[src/rtl/id_ex_stage.sv]
// ---------------------------------------------------------------------------
// id_ex_stage
//
// ID/EX pipeline register of the 5-stage MIPS pipeline, sitting directly
// after the register file. It captures operands, immediate, register
// addresses and decoded control for EX, bypasses same-cycle writeback data
// around the register file, detects load-use hazards (stalling PC and IF/ID
// while inserting a bubble), squashes on branch flush, and keeps a
// saturating stall-cycle counter for performance debug.
//
// Ports:
//   Clk, reset            clock; asynchronous active-low reset
//   IFID_Rs/Rt/Rd         register fields of the instruction in ID
//   ReadData1/2           register-file read data for rs / rt
//   SignExtImm            sign-extended immediate
//   *_in, ALUOp_in        decoded control for the instruction in ID
//   WB_RegWrite/WriteReg/WriteData   writeback port (same as register file)
//   Flush                 squash the instruction entering EX
//   Stall                 load-use hazard (combinational)
//   PCWrite, IFIDWrite    upstream write enables (= ~Stall)
//   EX_*                  registered EX-stage state
//   StallCount            saturating count of stall cycles
// ---------------------------------------------------------------------------
module id_ex_stage #(
    parameter int DATA_W = 32,
    parameter int REG_AW = 5,
    parameter int CNT_W  = 16
) (
    input  logic              Clk,
    input  logic              reset,
    input  logic [REG_AW-1:0] IFID_Rs,
    input  logic [REG_AW-1:0] IFID_Rt,
    input  logic [REG_AW-1:0] IFID_Rd,
    input  logic [DATA_W-1:0] ReadData1,
    input  logic [DATA_W-1:0] ReadData2,
    input  logic [DATA_W-1:0] SignExtImm,
    input  logic              RegWrite_in,
    input  logic              MemRead_in,
    input  logic              MemWrite_in,
    input  logic              MemToReg_in,
    input  logic              ALUSrc_in,
    input  logic              RegDst_in,
    input  logic [3:0]        ALUOp_in,
    input  logic              WB_RegWrite,
    input  logic [REG_AW-1:0] WB_WriteReg,
    input  logic [DATA_W-1:0] WB_WriteData,
    input  logic              Flush,
    output logic              Stall,
    output logic              PCWrite,
    output logic              IFIDWrite,
    output logic              EX_Valid,
    output logic              EX_RegWrite,
    output logic              EX_MemRead,
    output logic              EX_MemWrite,
    output logic              EX_MemToReg,
    output logic              EX_ALUSrc,
    output logic              EX_RegDst,
    output logic [3:0]        EX_ALUOp,
    output logic [DATA_W-1:0] EX_A,
    output logic [DATA_W-1:0] EX_B,
    output logic [DATA_W-1:0] EX_Imm,
    output logic [REG_AW-1:0] EX_Rs,
    output logic [REG_AW-1:0] EX_Rt,
    output logic [REG_AW-1:0] EX_Rd,
    output logic [CNT_W-1:0]  StallCount
);

    // Per-read-port views so both operands share one bypass description.
    logic [REG_AW-1:0] srcReg [2];
    logic [DATA_W-1:0] rfData [2];
    logic [DATA_W-1:0] opNext [2];

    assign srcReg[0] = IFID_Rs;
    assign srcReg[1] = IFID_Rt;
    assign rfData[0] = ReadData1;
    assign rfData[1] = ReadData2;

    // The register file writes on the same edge that would capture its read
    // data, so a same-cycle writeback must be forwarded here. $zero is
    // hard-wired and never bypassed.
    generate
        for (genvar gi = 0; gi < 2; gi++) begin : g_bypass
            assign opNext[gi] = (WB_RegWrite && (WB_WriteReg != '0) &&
                                 (WB_WriteReg == srcReg[gi]))
                                ? WB_WriteData : rfData[gi];
        end
    endgenerate

    // Load in EX whose destination is read by the instruction in ID. Both
    // source fields are compared regardless of format; a spurious stall only
    // costs one cycle.
    assign Stall = EX_Valid && EX_MemRead && (EX_Rt != '0) &&
                   ((EX_Rt == IFID_Rs) || (EX_Rt == IFID_Rt));

    assign PCWrite   = ~Stall;
    assign IFIDWrite = ~Stall;

    always_ff @(posedge Clk or negedge reset) begin
        if (!reset) begin
            EX_Valid    <= 1'b0;
            EX_RegWrite <= 1'b0;
            EX_MemRead  <= 1'b0;
            EX_MemWrite <= 1'b0;
            EX_MemToReg <= 1'b0;
            EX_ALUSrc   <= 1'b0;
            EX_RegDst   <= 1'b0;
            EX_ALUOp    <= '0;
            EX_A        <= '0;
            EX_B        <= '0;
            EX_Imm      <= '0;
            EX_Rs       <= '0;
            EX_Rt       <= '0;
            EX_Rd       <= '0;
            StallCount  <= '0;
        end else begin
            if (Flush || Stall) begin
                // Bubble: a fully zeroed slot, so the forwarding unit and the
                // hazard check both see nothing in EX on the next cycle.
                EX_Valid    <= 1'b0;
                EX_RegWrite <= 1'b0;
                EX_MemRead  <= 1'b0;
                EX_MemWrite <= 1'b0;
                EX_MemToReg <= 1'b0;
                EX_ALUSrc   <= 1'b0;
                EX_RegDst   <= 1'b0;
                EX_ALUOp    <= '0;
                EX_A        <= '0;
                EX_B        <= '0;
                EX_Imm      <= '0;
                EX_Rs       <= '0;
                EX_Rt       <= '0;
                EX_Rd       <= '0;
            end else begin
                EX_Valid    <= 1'b1;
                EX_RegWrite <= RegWrite_in;
                EX_MemRead  <= MemRead_in;
                EX_MemWrite <= MemWrite_in;
                EX_MemToReg <= MemToReg_in;
                EX_ALUSrc   <= ALUSrc_in;
                EX_RegDst   <= RegDst_in;
                EX_ALUOp    <= ALUOp_in;
                EX_A        <= opNext[0];
                EX_B        <= opNext[1];
                EX_Imm      <= SignExtImm;
                EX_Rs       <= IFID_Rs;
                EX_Rt       <= IFID_Rt;
                EX_Rd       <= IFID_Rd;
            end

            // A flushed cycle is not charged to the load-use stall count.
            if (Stall && !Flush && (StallCount != '1)) begin
                StallCount <= StallCount + 1'b1;
            end
        end
    end

endmodule

[config.mk]
export PLATFORM = sky130hd
export DESIGN_NAME = id_ex_stage
export DESIGN_NICKNAME = d
export VERILOG_FILES = /design/src/rtl/id_ex_stage.sv
export SDC_FILE = /design/constraint.sdc
export NUM_CORES = 1
export LEC_CHECK = 0
export ABC_AREA = 1
export CORE_AREA = 2 2 126 128
export CTS_CLUSTER_SIZE = 20
export DETAILED_ROUTE_END_ITERATION = 12
export DIE_AREA = 0 0 128 130
export GPL_TIMING_DRIVEN = 0
export PLACE_DENSITY = 0.86
export SLEW_MARGIN = 25
export SYNTH_ARGS = -nofsm -noshare
export SYNTH_HDL_FRONTEND = slang
export SYNTH_SLANG_ARGS = --single-unit
[constraint.sdc]
create_clock -name Clk -period 2.2 [get_ports Clk]
set_input_delay 0.66 -clock Clk [delete_from_list [all_inputs] [get_ports Clk]]
set_output_delay 0.66 -clock Clk [all_outputs]
set_load 0.005 [all_outputs]
# Word level (Yosys, flattened, before mapping)
# Index checks and enable logic that the tools add are counted.
[classes]
add_sub_neg = 1
eq_ne = 5
reduce_logical = 13
bitwise = 1
muxes = 16
[ops]
columns = ["op", "count"]
rows = [
  ["32-bit 2-to-1 mux", 5],
  ["5-bit equality test", 4],
  ["16-bit by 1-bit adder with 16-bit output, second input constant", 1],
  ["16-bit != test, second input constant", 1],
  ["5-bit 2-to-1 mux", 3],
  ["5-bit nonzero test", 2],
  ["1-bit logical AND", 8],
  ["1-bit 2-to-1 mux", 7],
  ["4-bit 2-to-1 mux", 1],
  ["1-bit logical OR", 2],
  ["1-bit zero test", 1],
  ["1-bit NOT", 1],
]
[word_totals]
word_cells = 51
output_inout_bits = 141
input_bits = 162
register_bits = 138

# Longest topological paths before layout
[depth]
depth_word = 5
mapped_depth = 11
ltp_nobuf = 10

# Least setup slack after synthesis
# OpenSTA, ideal clock, no wires.
[synth_path]
kind = "input-to-output"
start = "input IFID_Rt[4]"
end = "output PCWrite"
required_ps = 1540
stages = 8
t_arrival_ps = 1255
n_path_buf = 1
slack_ps = 285
cell_sequence = "inv_1 -> nand2_1 -> nand2_1 -> nor2_1 -> nand3_1 -> nand2_2 -> nand2_2 -> buf_4"
[synth_via]
elab_chain_cells = 4
[synth_lines]
columns = ["item", "line_no", "text"]
rows = [
  ["start: declaration", "32", "input logic [REG_AW-1:0] IFID_Rt,"],
  ["5-bit equality test", "93", "((EX_Rt == IFID_Rs) || (EX_Rt == IFID_Rt));"],
  ["1-bit logical OR", "93", ""],
  ["1-bit logical AND", "92", "assign Stall = EX_Valid && EX_MemRead && (EX_Rt != '0) &&"],
  ["1-bit NOT", "n/a", ""],
  ["end: declaration", "49", "output logic PCWrite,"],
]
# Every way passes these cells.

# Worst setup path after layout
[layout_path]
start = "register EX_Rt[0]"
end = "output PCWrite"
[layout_via]
elab_chain_cells = 4
elab_cells_between_ends = 7
cone_classes = "eq/ne (2); bitwise (1); reduce/logical (4)"
[layout_lines]
columns = ["item", "line_no", "text"]
rows = [
  ["start: declaration", "63", "output logic [REG_AW-1:0] EX_Rt,"],
  ["start signal: assignment", "146", "EX_Rt <= IFID_Rt;"],
  ["5-bit equality test or 5-bit nonzero test (tied branches)", "93, 92", ""],
  ["1-bit logical OR or 1-bit logical AND (tied branches)", "93, 92", ""],
  ["1-bit logical AND (*)", "92", ""],
  ["1-bit NOT (*)", "95", "assign PCWrite = ~Stall;"],
]
# Mark *: on every way between the ends. The rest lies on a longest branch, timed or not.

==> impl_metrics.ini <==
[critical_path]
critPathMaxFanout = 6
reg2regPathDepth = 10
worst-r2r-setup-slack_ps = 250
cp.arrival_ps = 1610
start_kind = flip-flop
crit_required_ps = 1540
critical_path_class = flip-flop to primary output
slowest_stage = dfrtp_2
reg2reg_from = EX_Rt[0]
cp_cell_sequence = nor2_2 -> nor2_1 -> nor2_1 -> nand3_1 -> nand2_2 -> nand2_4 -> buf_6 -> buf_6
max_stage_delay_ps = 440
r2r_end = EX_B[26]
cp-end-kind = primary output

[final_layout]
antennaDiodeCount = 0
drive_gt1_share_pct = 11.8
final_util_pct = 64.2
areaGrowthSynthToFinish_pct = 65.0
fillCellCount = 1290
finalNetCount = 1162

[clocking]
cts-root-buf = clkbuf_16
clk_latency_ps = 420
hold_buffers = 0
clkTransAtPathRegs_ps = 60
cts_tree = built
cts_sinks = 138
cts_buffers = 17
cts_buffer_depth = 2
h-tree-depth = 4

[timing]
timing.fmax_mhz = 441
min_period_over_period_pct = 103
slew_viol_final = 0
fin_ws_ps = -65.8
slew_headroom_pct = 63.5
hold_violations = 0
worstMarginPinSlew_ps = 547
rsz0062_at_grt = yes
period_minus_slack_ps = 2270
finalSetupViolations = 1
clock-skew-final_ps = 11.5

[outcome]
violations = setup timing
run_status = finished, violations left

[power_and_ir_drop]
p_seq_share_pct = 41.9
vdd_drop_max_mv = 0.490
power_switching_mw = 1.74
p_clk_share_pct = 41.8
p_comb_share_pct = 16.3
leakage_nw = 4.69
intPower_mw = 4.74
power_density_mw_per_mm2 = 654
p_sw_share_pct = 26.8

[die]
pin_count = 303
die_h_um = 130
dieArea_mm2 = 0.0166
die_w_um = 128
core-area_mm2 = 0.0154
rows = 46
initial_core_util_pct = 38.9

[synthesis]
synth_top_area_share_pct = 57.5
synthArstFlopShare_pct = 100
yosys_warnings = 0
ys_ff_latch = 138
synth-edff-count = 0
synth_commonest_cells = nand2_1 (149), dfrtp_1 (138), inv_1 (75), nor2_1 (75), nand4_1 (68)
synth_most_common_cell = nand2_1
syn_nets = 834
yosys.area.top_type = dfrtp_1
ys.flop_type = dfrtp_1
synth_area_mm2 = 0.00600
synth_area_leaders = dfrtp_1 (58%), nand2_1 (9.3%), nand4_1 (7.1%), a21oi_1 (5.3%), inv_1 (4.7%)
syn_avg_cell_area_um2 = 8.94
synthCells = 671
ys_seq_area_share_pct = 57.5
synth_cell_types = 24

[grt]
antenna_found_initial = 1
grt_max_degree = 86
overflow = 0
first_global_vias = 5864
grt_use_total_pct = 24.3
grt_pass1_wl_um = 30600

[route]
dr.pass1.iters = 5
drc = 0
wirelength_um = 20200
drt_iter0_markers = 353
ant_nets = 0
wire_per_inst_um = 16.8
viasPerCell = 4.95
vias = 5962

[placed_design]
place_congestion = 0.859
dp_hpwl_um = 15200
port_buffers = 302
place_ws_ps = -837

[flow_run]
maxCapViolCount = 0

[hold_path]
min_path_type = input pin to async pin
==> how the worst max path moves through the flow <==
stage	cells past startpoint	from	slack, ps	endpoint
after global routing	9	EX_Rt[0]	-220	PCWrite
after detailed placement	10	IFID_Rt[4]	-840	PCWrite
after global placement	1	reset	-5020	EX_A[28]
final	8	EX_Rt[0]	-70	PCWrite
after CTS	9	EX_Rt[0]	-100	PCWrite
after floorplan	8	IFID_Rt[4]	280	PCWrite
==> per-layer routing <==
layer	vias to the layer above	wire (um)	GRT usage [%]
met5	-	7	0
met4	2	545	10.1
met3	43	1530	7.50
met2	271	10300	41.6
met1	2838	7880	28.6
li1	2808	-	-
==> placed cells by master, fill, tap and decap left out, types with 3 or more instances in the layout <==
cell | netlist | final
a21oi_1 | 64 | 63
clkinvlp_4 | 0 | 4
nand3_1 | 11 | 9
nand3_2 | 1 | 3
nand4_1 | 68 | 68
nand2_1 | 149 | 149
nor3_1 | 7 | 7
xor2_1 | 22 | 22
inv_2 | 4 | 8
nor2_2 | 0 | 3
inv_1 | 75 | 71
clkbuf_16 | 0 | 17
dfrtp_1 | 138 | 137
clkdlybuf4s50_1 | 0 | 286
buf_2 | 26 | 35
inv_6 | 0 | 6
buf_4 | 12 | 18
xnor2_1 | 3 | 3
nor2_1 | 75 | 72
inv_8 | 0 | 3
==> critical path: cells and delay by family, from the launching register on <==
kind                   cells  cell delay (ps)
buffers and inverters      2              220
flip-flops                 1              440
AND/OR/NAND/NOR            6              540
==> through the flow <==
step	hold slack (ps)	setup TNS, ps	cells	instance area [um2]	power (mW)
after floorplan	364	0	671	6000	3.06
after global placement	541	-751420	1165	9260	3.78
after detailed placement	537	-61330	1166	9300	3.81
after CTS	162	-142	1201	9860	6.52
after global routing	175	-504	1204	9900	6.74
final	153	-65.8	1204	9900	6.48
==> registers in the layout, summed over array words and instances (netlist names), 4 cells and up <==
name and count:
EX_A 32, EX_B 32, EX_Imm 32, StallCount 16
EX_Rd 5, EX_Rs 5, EX_Rt 5, EX_ALUOp 4
==> cell type report <==
| cell class | count | area [um2] | share of cell area (%) |
|---|---|---|---|
| multi-input cells | 412 | 2050 | 20.8 |
| well taps | 192 | 240 | 2.43 |
| flip-flops and latches | 138 | 3450 | 34.9 |
| repair buffers | 309 | 3050 | 30.9 |
| inverters | 80 | 300 | 3.03 |
| clock buffers | 17 | 425 | 4.30 |
| clock inverters | 15 | 130 | 1.31 |
| plain buffers | 41 | 240 | 2.43 |
==> what timing repair did <==
item	4_1_cts	5_1_grt
endpoints found under the setup margin	82	55
setup buffers	3	3
resized for setup	60	13
pin swaps	11	4
==> power groups by stage <==
stage	Sequential, mW	Combinational, mW	Clock (mW)
floorplan	2.78	0.282	0
global placement	2.76	1.02	0
detailed placement	2.76	1.04	0
CTS	2.72	1.05	2.75
global route	2.73	1.14	2.87
finish	2.72	1.05	2.71
==> kinds of logic (layout without fill, tap and decap cells) <==
logic type | Yosys count | after routing | share of synthesized area (%)
compound gates | 65 | 65 | 5.42
xor+xnor | 25 | 25 | 3.65
fa+ha+maj | 1 | 1 | 0.208
buf+inv | 121 | 462 | 8.86
flops | 138 | 138 | 57.5
simple gates | 321 | 321 | 24.3
Note: power is estimated with default switching activity, not from simulation.
